$ cat config.mk
export PLATFORM = sky130hd
export DESIGN_NAME = prim_pad_bank_ctrl
export DESIGN_NICKNAME = d
export VERILOG_FILES = /design/src/rtl/prim_pad_bank_ctrl.sv
export SDC_FILE = /design/constraint.sdc
export NUM_CORES = 1
export LEC_CHECK = 0
export CAP_MARGIN = 20
export CORE_UTILIZATION = 50
export DETAILED_ROUTE_END_ITERATION = 16
export PLACE_DENSITY_LB_ADDON = 0.1
export RECOVER_POWER = 25
export SLEW_MARGIN = 20
export SYNTH_ARGS = -nofsm -noshare
export SYNTH_HDL_FRONTEND = slang
export SYNTH_SLANG_ARGS = --single-unit
$ cat constraint.sdc
create_clock -name clk_i -period 3.81 [get_ports clk_i]
set_clock_uncertainty 0.2 [all_clocks]
set_input_delay 0.5715 -clock clk_i [delete_from_list [all_inputs] [get_ports clk_i]]
set_output_delay 0.5715 -clock clk_i [all_outputs]
set_load 0.03 [all_outputs]
$ cat src/rtl/prim_pad_bank_ctrl.sv
// rtl/prim_pad_bank_ctrl.sv - bank of pad channels with registered drive, pulls, filtered input and edge flags
module prim_pad_bank_ctrl #(
  parameter int NPads      = 8,
  parameter int AttrDw     = 7,
  parameter int FiltCycles = 4,
  localparam int IdxW      = (NPads > 1) ? $clog2(NPads) : 1
) (
  input  logic                      clk_i,
  input  logic                      rst_i,
  input  logic [NPads-1:0]          out_i,
  input  logic [NPads-1:0]          oe_i,
  output logic [NPads-1:0]          in_o,
  input  logic                      attr_we_i,
  input  logic [IdxW-1:0]           attr_idx_i,
  input  logic [AttrDw-1:0]         attr_wdata_i,
  output logic [NPads*AttrDw-1:0]   attr_o,
  input  logic [NPads-1:0]          evt_clr_i,
  output logic [NPads-1:0]          rise_o,
  output logic [NPads-1:0]          fall_o,
  input  logic [NPads-1:0]          pad_in_i,
  output logic [NPads-1:0]          pad_out_o,
  output logic [NPads-1:0]          pad_oe_o,
  output logic [NPads-1:0]          pad_drv_o,
  output logic [NPads-1:0]          pad_pu_o,
  output logic [NPads-1:0]          pad_pd_o
);

  localparam int CntW = $clog2(FiltCycles + 1);
  localparam logic [CntW-1:0] CntMax = CntW'(FiltCycles - 1);

  logic [AttrDw-1:0] attr_q [NPads];
  logic [CntW-1:0]   cnt_q  [NPads];
  logic [NPads-1:0]  sync1_q, sync2_q, filt_q, prev_q, rise_q, fall_q;
  logic [NPads-1:0]  pad_out_q, pad_oe_q, pad_pu_q, pad_pd_q;
  logic [NPads-1:0]  inv, od, pd, pu, kp, drv, filt_en;
  logic [NPads-1:0]  out_d, oe_d, pu_eff, pd_eff, in_d;

  always_comb begin
    attr_o  = '0;
    inv     = '0;
    od      = '0;
    pd      = '0;
    pu      = '0;
    kp      = '0;
    drv     = '0;
    filt_en = '0;
    for (int n = 0; n < NPads; n++) begin
      inv[n]     = attr_q[n][0];
      od[n]      = attr_q[n][1];
      pd[n]      = attr_q[n][2];
      pu[n]      = attr_q[n][3];
      kp[n]      = attr_q[n][4];
      drv[n]     = attr_q[n][5];
      filt_en[n] = attr_q[n][6];
      attr_o[n*AttrDw +: AttrDw] = attr_q[n];
    end
  end

  // Open-drain channels only ever drive low; a high output releases the pad.
  assign out_d  = out_i ^ inv;
  assign oe_d   = oe_i & (~od | ~out_d);
  assign pu_eff = pu | (kp & ~oe_d & filt_q);
  assign pd_eff = pd | (kp & ~oe_d & ~filt_q);
  assign in_d   = filt_q ^ inv;

  always_ff @(posedge clk_i) begin
    if (rst_i) begin
      for (int n = 0; n < NPads; n++) begin
        attr_q[n] <= '0;
        cnt_q[n]  <= '0;
      end
      sync1_q   <= '0;
      sync2_q   <= '0;
      filt_q    <= '0;
      prev_q    <= '0;
      rise_q    <= '0;
      fall_q    <= '0;
      pad_out_q <= '0;
      pad_oe_q  <= '0;
      pad_pu_q  <= '0;
      pad_pd_q  <= '0;
    end else begin
      for (int n = 0; n < NPads; n++) begin
        if (attr_we_i && attr_idx_i == IdxW'(n)) begin
          attr_q[n] <= attr_wdata_i;
        end
        // The filter commits only after FiltCycles consecutive disagreeing samples.
        if (!filt_en[n]) begin
          filt_q[n] <= sync2_q[n];
          cnt_q[n]  <= '0;
        end else if (sync2_q[n] == filt_q[n]) begin
          cnt_q[n] <= '0;
        end else if (cnt_q[n] == CntMax) begin
          filt_q[n] <= sync2_q[n];
          cnt_q[n]  <= '0;
        end else begin
          cnt_q[n] <= cnt_q[n] + CntW'(1);
        end
      end
      sync1_q   <= pad_in_i;
      sync2_q   <= sync1_q;
      pad_out_q <= out_d;
      pad_oe_q  <= oe_d;
      pad_pu_q  <= pu_eff & ~pd_eff;
      pad_pd_q  <= pd_eff & ~pu_eff;
      prev_q    <= in_d;
      // A new edge beats a simultaneous clear.
      rise_q    <= (rise_q & ~evt_clr_i) | (in_d & ~prev_q);
      fall_q    <= (fall_q & ~evt_clr_i) | (~in_d & prev_q);
    end
  end

  assign in_o      = in_d;
  assign rise_o    = rise_q;
  assign fall_o    = fall_q;
  assign pad_out_o = pad_out_q;
  assign pad_oe_o  = pad_oe_q;
  assign pad_drv_o = drv;
  assign pad_pu_o  = pad_pu_q;
  assign pad_pd_o  = pad_pd_q;

endmodule

==> results.sh, run 1 <==
export IMPL_routedWlPerCell_microns=14.8
export IMPL_start_kind="input pin"
export IMPL_root_buffer="clkbuf_16"
export IMPL_areaGrowthSynthToFinish_pct=37.6
export IMPL_numClockSinks=160
export IMPL_finalCriticalPeriod_ns=3.05
export IMPL_syn_inst=559
export IMPL_violations="capacitance limit, slew limit"
export IMPL_powerDensity_nw_per_um2=490
export IMPL_portBuffers=164
export IMPL_min_period_over_period_pct=80.2
export IMPL_reg_top3="attr_q (56), cnt_q (24)"
export IMPL_synthTopCellsByArea="edfxtp_1 38%, dfxtp_1 25%, nor2_1 6.3%, mux2i_1 3.8%, inv_1 3.3%"
export IMPL_rsz0062_at_grt="false"
export IMPL_hold_viol_final=0
export IMPL_grt_pass1_wl_mm=21.8
export IMPL_drt_first_iter_violations=225
export IMPL_finalSetupViolCount=0
export IMPL_hold_ws_ns=0.236
export IMPL_cts_tree="built"
export IMPL_synth_area_sq_um=6330
export IMPL_via_count=4416
export IMPL_drive_above_1_share_pct=8.96
export IMPL_h_tree_depth=4
export IMPL_p_sw_share_pct=25.6
export IMPL_final_max_slew_viol_count=82
export IMPL_globalplace_congestion=0.795
export IMPL_diodes=0
export IMPL_syn_area_per_cell_sq_um=11.3
export IMPL_yosysUniqueCellTypes=25
export IMPL_max_slew_margin_pct=-2.05
export IMPL_yosysSeqAreaShare_pct=63.3
export IMPL_p_sw_mw=1.09
export IMPL_via_per_inst=4.76
export IMPL_start_util_pct=52.0
export IMPL_hold_class="reg2reg"
export IMPL_outcome="complete, but fails checks"
export IMPL_io_pins=165
export IMPL_power_frac_clock_pct=37.8
export IMPL_dp_cells=895
export IMPL_numCtsBuffers=17
export IMPL_synth_seq_cells=160
export IMPL_grt_max_degree=82
export IMPL_final_cells=927
export IMPL_synth_largest_area_cell="edfxtp_1"
export IMPL_synthArstFlopShare_pct=0
export IMPL_regMostFlops="attr_q"
export IMPL_p_comb_share_pct=15.5
export IMPL_fmax_mhz=327
export IMPL_finalNetCount=807
export IMPL_post_cts_buffers=0
export IMPL_critical_path_required_ns=3.79
export IMPL_ir_drop_v=0.000370
export IMPL_critPathMaxFanout=81
export IMPL_pre_cts_ws_ns=1.33
export IMPL_gr_total_overflow=0
export IMPL_seq_power_share_pct=46.7
export IMPL_ant_nets=0
export IMPL_hold_buffers=0
export IMPL_first_global_vias=4439
export IMPL_route_detailed_drc=0
export IMPL_largest_register_ff_count=56
export IMPL_cp_end_kind="flip-flop"
export IMPL_first_pass_iters=4
export IMPL_antenna_found_initial=0
export IMPL_yosys_warnings=0
export IMPL_clk_path_buf_depth=2
export IMPL_cts_resized=0
export IMPL_finalWirelength_mm=13.8
export IMPL_synth_edf_count=80
export IMPL_path_clk_slew_ns=0.06
export IMPL_clock_latency_ns=0.42
export IMPL_tightest_slew_ns=1.53
export IMPL_ys_flop_type="edfxtp_1"
export IMPL_die_height_microns=114
export IMPL_setup_ws_ns=0.756
export IMPL_row_count=40
export IMPL_power_leakage_nw=3.50
export IMPL_critPathKind="in2reg"
export IMPL_grt_usage_pct=22.6
export IMPL_fin_tns_setup_ns=0
export IMPL_die_area_sq_um=13100
export IMPL_synth_top_area_share_pct=38.0
export IMPL_core_sq_um=12200
export IMPL_crit_arrival_ns=3.04
export IMPL_dp_hpwl_mm=9.92
export IMPL_max_cap_violations=1
export IMPL_fill_cells=916
export IMPL_die_w_microns=114
export IMPL_p_int_mw=3.17
export IMPL_finalPower_mw=4.27
## metrics by stage
step,utilization [%],instance area [sq um]
final,71.6,8700
after global placement,67.0,8150
after CTS,71.6,8710
after floorplan,-,6410
after detailed placement,67.0,8150
after global routing,71.6,8700
## cell type report
| class | count | area, sq um | share of cell area, % |
|---|---|---|---|
| sequential | 160 | 4000 | 46.0 |
| multi-input combinational | 346 | 2080 | 23.8 |
| timing repair buffer | 165 | 1640 | 18.8 |
| clock buffer | 20 | 447 | 5.13 |
| inverter | 56 | 210 | 2.41 |
| tap | 168 | 210 | 2.41 |
| clock inverter | 12 | 118 | 1.35 |
## layout by cell type (no fill, tap or decap), types with 2 or more instances in the layout
cell             instances
nand3_1                  4
clkbuf_16               17
edfxtp_1                80
or3_4                    8
or3_2                    8
nor2b_1                 17
mux2i_1                 24
conb_1                  24
nand2b_1                21
nor2_2                  24
clkinv_1                 3
dfxtp_1                 80
bufinv_16                2
clkinv_2                 3
clkbuf_1                 3
nor2_1                 107
o21ai_0                  8
xnor2_1                 24
o22ai_1                  8
clkdlybuf4s50_1        163
nand2_1                 34
a22oi_1                  8
ha_1                    16
a2bb2oi_1                8
inv_1                   56
a41o_1                   2
clkinvlp_4               3
## final timing paths
path / end / cells after the start / slack [ns] / from
worst max-delay path: cnt_q[0][9]$_SDFFCE_PN0P_ / 4 / 0.76 / rst_i
worst min-delay path: sync2_q[2]$_SDFF_PP0_ / 1 / 0.24 / sync1_q[2]$_SDFF_PP0_
worst max register to register: cnt_q[0][3]$_SDFFCE_PN0P_ / 5 / 1.99 / cnt_q[0][3]$_SDFFCE_PN0P_
worst min register to register: sync2_q[2]$_SDFF_PP0_ / 1 / 0.24 / sync1_q[2]$_SDFF_PP0_
## cell usage after synthesis, types with 16 or more instances
master      n
nand2_1    34
edfxtp_1   80
dfxtp_1    80
nand2b_1   21
nor2b_1    17
nor2_1    107
inv_1      56
ha_1       16
mux2i_1    24
nor2_2     24
xnor2_1    24
## kinds of logic (layout without fill, tap and decap cells)
logic type               after synthesis  in the layout  synth area share, %
AO/OA/AOI/OAI                         34             34                 3.80
XOR/XNOR                              24             24                 3.32
adder cells (fa/ha/maj)               16             16                 3.16
buffers and inverters                 76            253                 5.26
flip-flops                           160            160                 63.3
multiplexers                          24             24                 3.80
other                                  1             24               0.0593
AND/OR/NAND/NOR                      224            224                 17.3
## layer usage
metal | global-route usage [%] | up-vias | wire length (microns) | part of all wire (%)
li1 | - | 2180 | - | -
met1 | 25.4 | 2056 | 5590 | 41
met2 | 40.6 | 156 | 7040 | 51
met3 | 5.88 | 24 | 880 | 6.4
met4 | 9.26 | 0 | 252 | 1.8
met5 | 0 | - | 0 | 0
## power groups by stage
stage                     clock network, mW  registers, mW  logic [mW]
after floorplan                           0           2.18       0.227
after global placement                    0           2.03       0.652
after detailed placement                  0           2.03       0.661
after CTS                              1.64           1.99       0.666
after global routing                   1.71           2.00       0.707
final                                  1.61           1.99       0.663
## critical path, cell delays in order
cell,delay [ns]
clkbuf_2,1.09
clkbuf_1,0.99
or3_4,0.32
nor2_2,0.04
No activity file was read; power rests on OpenSTA's default activity.
==> inputs of run 2 (changes only) <==
- CORE_UTILIZATION: 50 -> 49
- clock period: 3.81 -> 3.2 ns (I/O delays scaled with it)
==> run 2 against run 1 <==
Compared with the run above: the flow now finishes without violations; utilization decreased by 2.0 points; global-route usage shrank 1.2 points; worst setup slack worse by 0.28 ns; combinational power grew 19%.
==> results.sh, run 2 (same netlist as run 1, synthesis figures left out) <==
export IMPL_fmax_mhz=367
export IMPL_use_met1_pct=24.1
export IMPL_cts_resized=0
export IMPL_powerDensity_nw_per_um2=599
export IMPL_hold_viol_final=0
export IMPL_die_area_sq_um=13400
export IMPL_root_buffer="clkbuf_16"
export IMPL_cp_startpoint="attr_q[1][7]$_SDFFCE_PN0P_"
export IMPL_first_pass_iters=4
export IMPL_use_met2_pct=38.0
export IMPL_finalWirelength_mm=13.7
export IMPL_layout_common_cells="163 x clkdlybuf4s50_1, 107 x nor2_1, 80 x edfxtp_1, 80 x dfxtp_1, 56 x inv_1"
export IMPL_reg_top3="attr_q (56), cnt_q (24)"
export IMPL_hold_buffers=0
export IMPL_p_sw_mw=1.31
export IMPL_power_frac_clock_pct=39.9
export IMPL_ir_drop_v=0.000395
export IMPL_hold_class="reg2reg"
export IMPL_max_slew_margin_pct=11.8
export IMPL_start_util_pct=50.1
export IMPL_crit_end="in_o[5]"
export IMPL_largest_register_ff_count=56
export IMPL_drive_above_1_share_pct=9.47
export IMPL_crit_arrival_ns=2.05
export IMPL_dp_hpwl_mm=10.1
export IMPL_dp_cells=900
export IMPL_final_cells=932
export IMPL_row_count=41
export IMPL_core_sq_um=12600
export IMPL_r2r_end="cnt_q[1][9]$_SDFFCE_PP0P_"
export IMPL_seq_power_share_pct=45.1
export IMPL_cp_end_kind="primary output"
export IMPL_path_clk_slew_ns=0.06
export IMPL_finalCriticalPeriod_ns=2.73
export IMPL_areaGrowthSynthToFinish_pct=38.7
export IMPL_post_cts_buffers=0
export IMPL_ant_nets=0
export IMPL_tightest_slew_ns=1.32
export IMPL_p_sw_share_pct=24.9
export IMPL_numClockSinks=160
export IMPL_max_cap_violations=0
export IMPL_grt_usage_pct=21.4
export IMPL_h_tree_depth=4
export IMPL_finalNetCount=808
export IMPL_route_detailed_drc=0
export IMPL_worstReg2RegStart="cnt_q[1][9]$_SDFFCE_PP0P_"
export IMPL_top_usage_layer="met2"
export IMPL_die_w_microns=116
export IMPL_routedWlPerCell_microns=14.7
export IMPL_clk_path_buf_depth=2
export IMPL_p_comb_share_pct=15.0
export IMPL_fin_tns_setup_ns=0
export IMPL_min_period_over_period_pct=85.2
export IMPL_rsz0062_at_grt="false"
export IMPL_globalplace_congestion=0.795
export IMPL_numCtsBuffers=17
export IMPL_grt_pass1_wl_mm=21.0
export IMPL_first_global_vias=4298
export IMPL_via_count=4447
export IMPL_critPathKind="reg2out"
export IMPL_hold_depth=1
export IMPL_final_common_cell="clkdlybuf4s50_1"
export IMPL_grt_max_degree=70
export IMPL_p_int_mw=3.95
export IMPL_cts_tree="built"
export IMPL_finalSetupViolCount=0
export IMPL_portBuffers=164
export IMPL_drt_first_iter_violations=192
export IMPL_start_kind="flip-flop"
export IMPL_diodes=0
export IMPL_outcome="complete, no violations"
export IMPL_critical_path_required_ns=2.52
export IMPL_reg2regPathDepth=5
export IMPL_gr_total_overflow=0
export IMPL_r2r_slack_ns=1.37
export IMPL_clock_latency_ns=0.42
export IMPL_antenna_found_initial=0
export IMPL_die_height_microns=116
export IMPL_critPathMaxFanout=4
export IMPL_fill_cells=987
export IMPL_met3_usage_pct=5.86
export IMPL_io_pins=165
export IMPL_regMostFlops="attr_q"
export IMPL_final_max_slew_viol_count=0
export IMPL_power_leakage_nw=3.54
export IMPL_via_per_inst=4.77
run 2: cell types whose count changed in the layout (fill, tap and decap cells not counted):
cell,change
clkinv_2,+1
clkbuf_16,+1
buf_4,+1
clkinv_1,-1
clkinv_4,-1
clkbuf_8,+2
bufinv_16,+1
clkbuf_1,-2
clkinvlp_4,-1
run 2: stage by stage:
step           power (mW)  worst slack, ns  instance area (sq um)  utilization [%]  hold slack (ns)
2_1_floorplan        2.86             1.47                   6410                -            0.214
3_3_place_gp         3.19            0.926                   8160             64.7            0.218
3_5_place_dp         3.20            0.841                   8160             64.7            0.224
4_1_cts              5.29            0.470                   8780             69.6            0.239
5_1_grt              5.44            0.400                   8780             69.6            0.255
6_report             5.26            0.472                   8780             69.6            0.234
run 2: cell type report:
class / count / area (sq um) / share of cell area, %
Multi-Input combinational cell: 346 / 2080 / 23.6
Tap cell: 172 / 215 / 2.45
Timing Repair Buffer: 166 / 1650 / 18.8
Clock buffer: 21 / 492 / 5.60
Clock inverter: 11 / 133 / 1.51
Sequential cell: 160 / 4000 / 45.6
Inverter: 56 / 210 / 2.39
run 2: power by group through the flow:
stage / registers, mW / clock network [mW] / logic [mW]
detailed placement: 2.42 / 0 / 0.789
global route: 2.39 / 2.22 / 0.840
finish: 2.37 / 2.10 / 0.787
global placement: 2.41 / 0 / 0.778
floorplan: 2.59 / 0 / 0.271
CTS: 2.37 / 2.13 / 0.793
run 2: worst max-delay path, cell delays in order, from the launching register on:
cell	delay, ns
edfxtp_1	0.45
xnor2_1	0.48
inv_1	0.09
clkdlybuf4s50_1	0.61
run 2: worst min-delay path by stage:
stage / start / to
after global placement: sync1_q[4]$_SDFF_PP0_ / sync2_q[4]$_SDFF_PP0_
after floorplan: sync1_q[0]$_SDFF_PP0_ / sync2_q[0]$_SDFF_PP0_
after detailed placement: sync1_q[4]$_SDFF_PP0_ / sync2_q[4]$_SDFF_PP0_
final: sync1_q[3]$_SDFF_PP0_ / sync2_q[3]$_SDFF_PP0_
after CTS: sync1_q[0]$_SDFF_PP0_ / sync2_q[0]$_SDFF_PP0_
after global routing: sync1_q[4]$_SDFF_PP0_ / sync2_q[4]$_SDFF_PP0_
run 2: layer usage:
layer	vias up	part of all wire, %	routed length, microns
met2	176	50	6880
met4	0	2.7	374
met1	2065	40	5420
li1	2180	-	-
met5	-	0	0
met3	26	7.6	1040
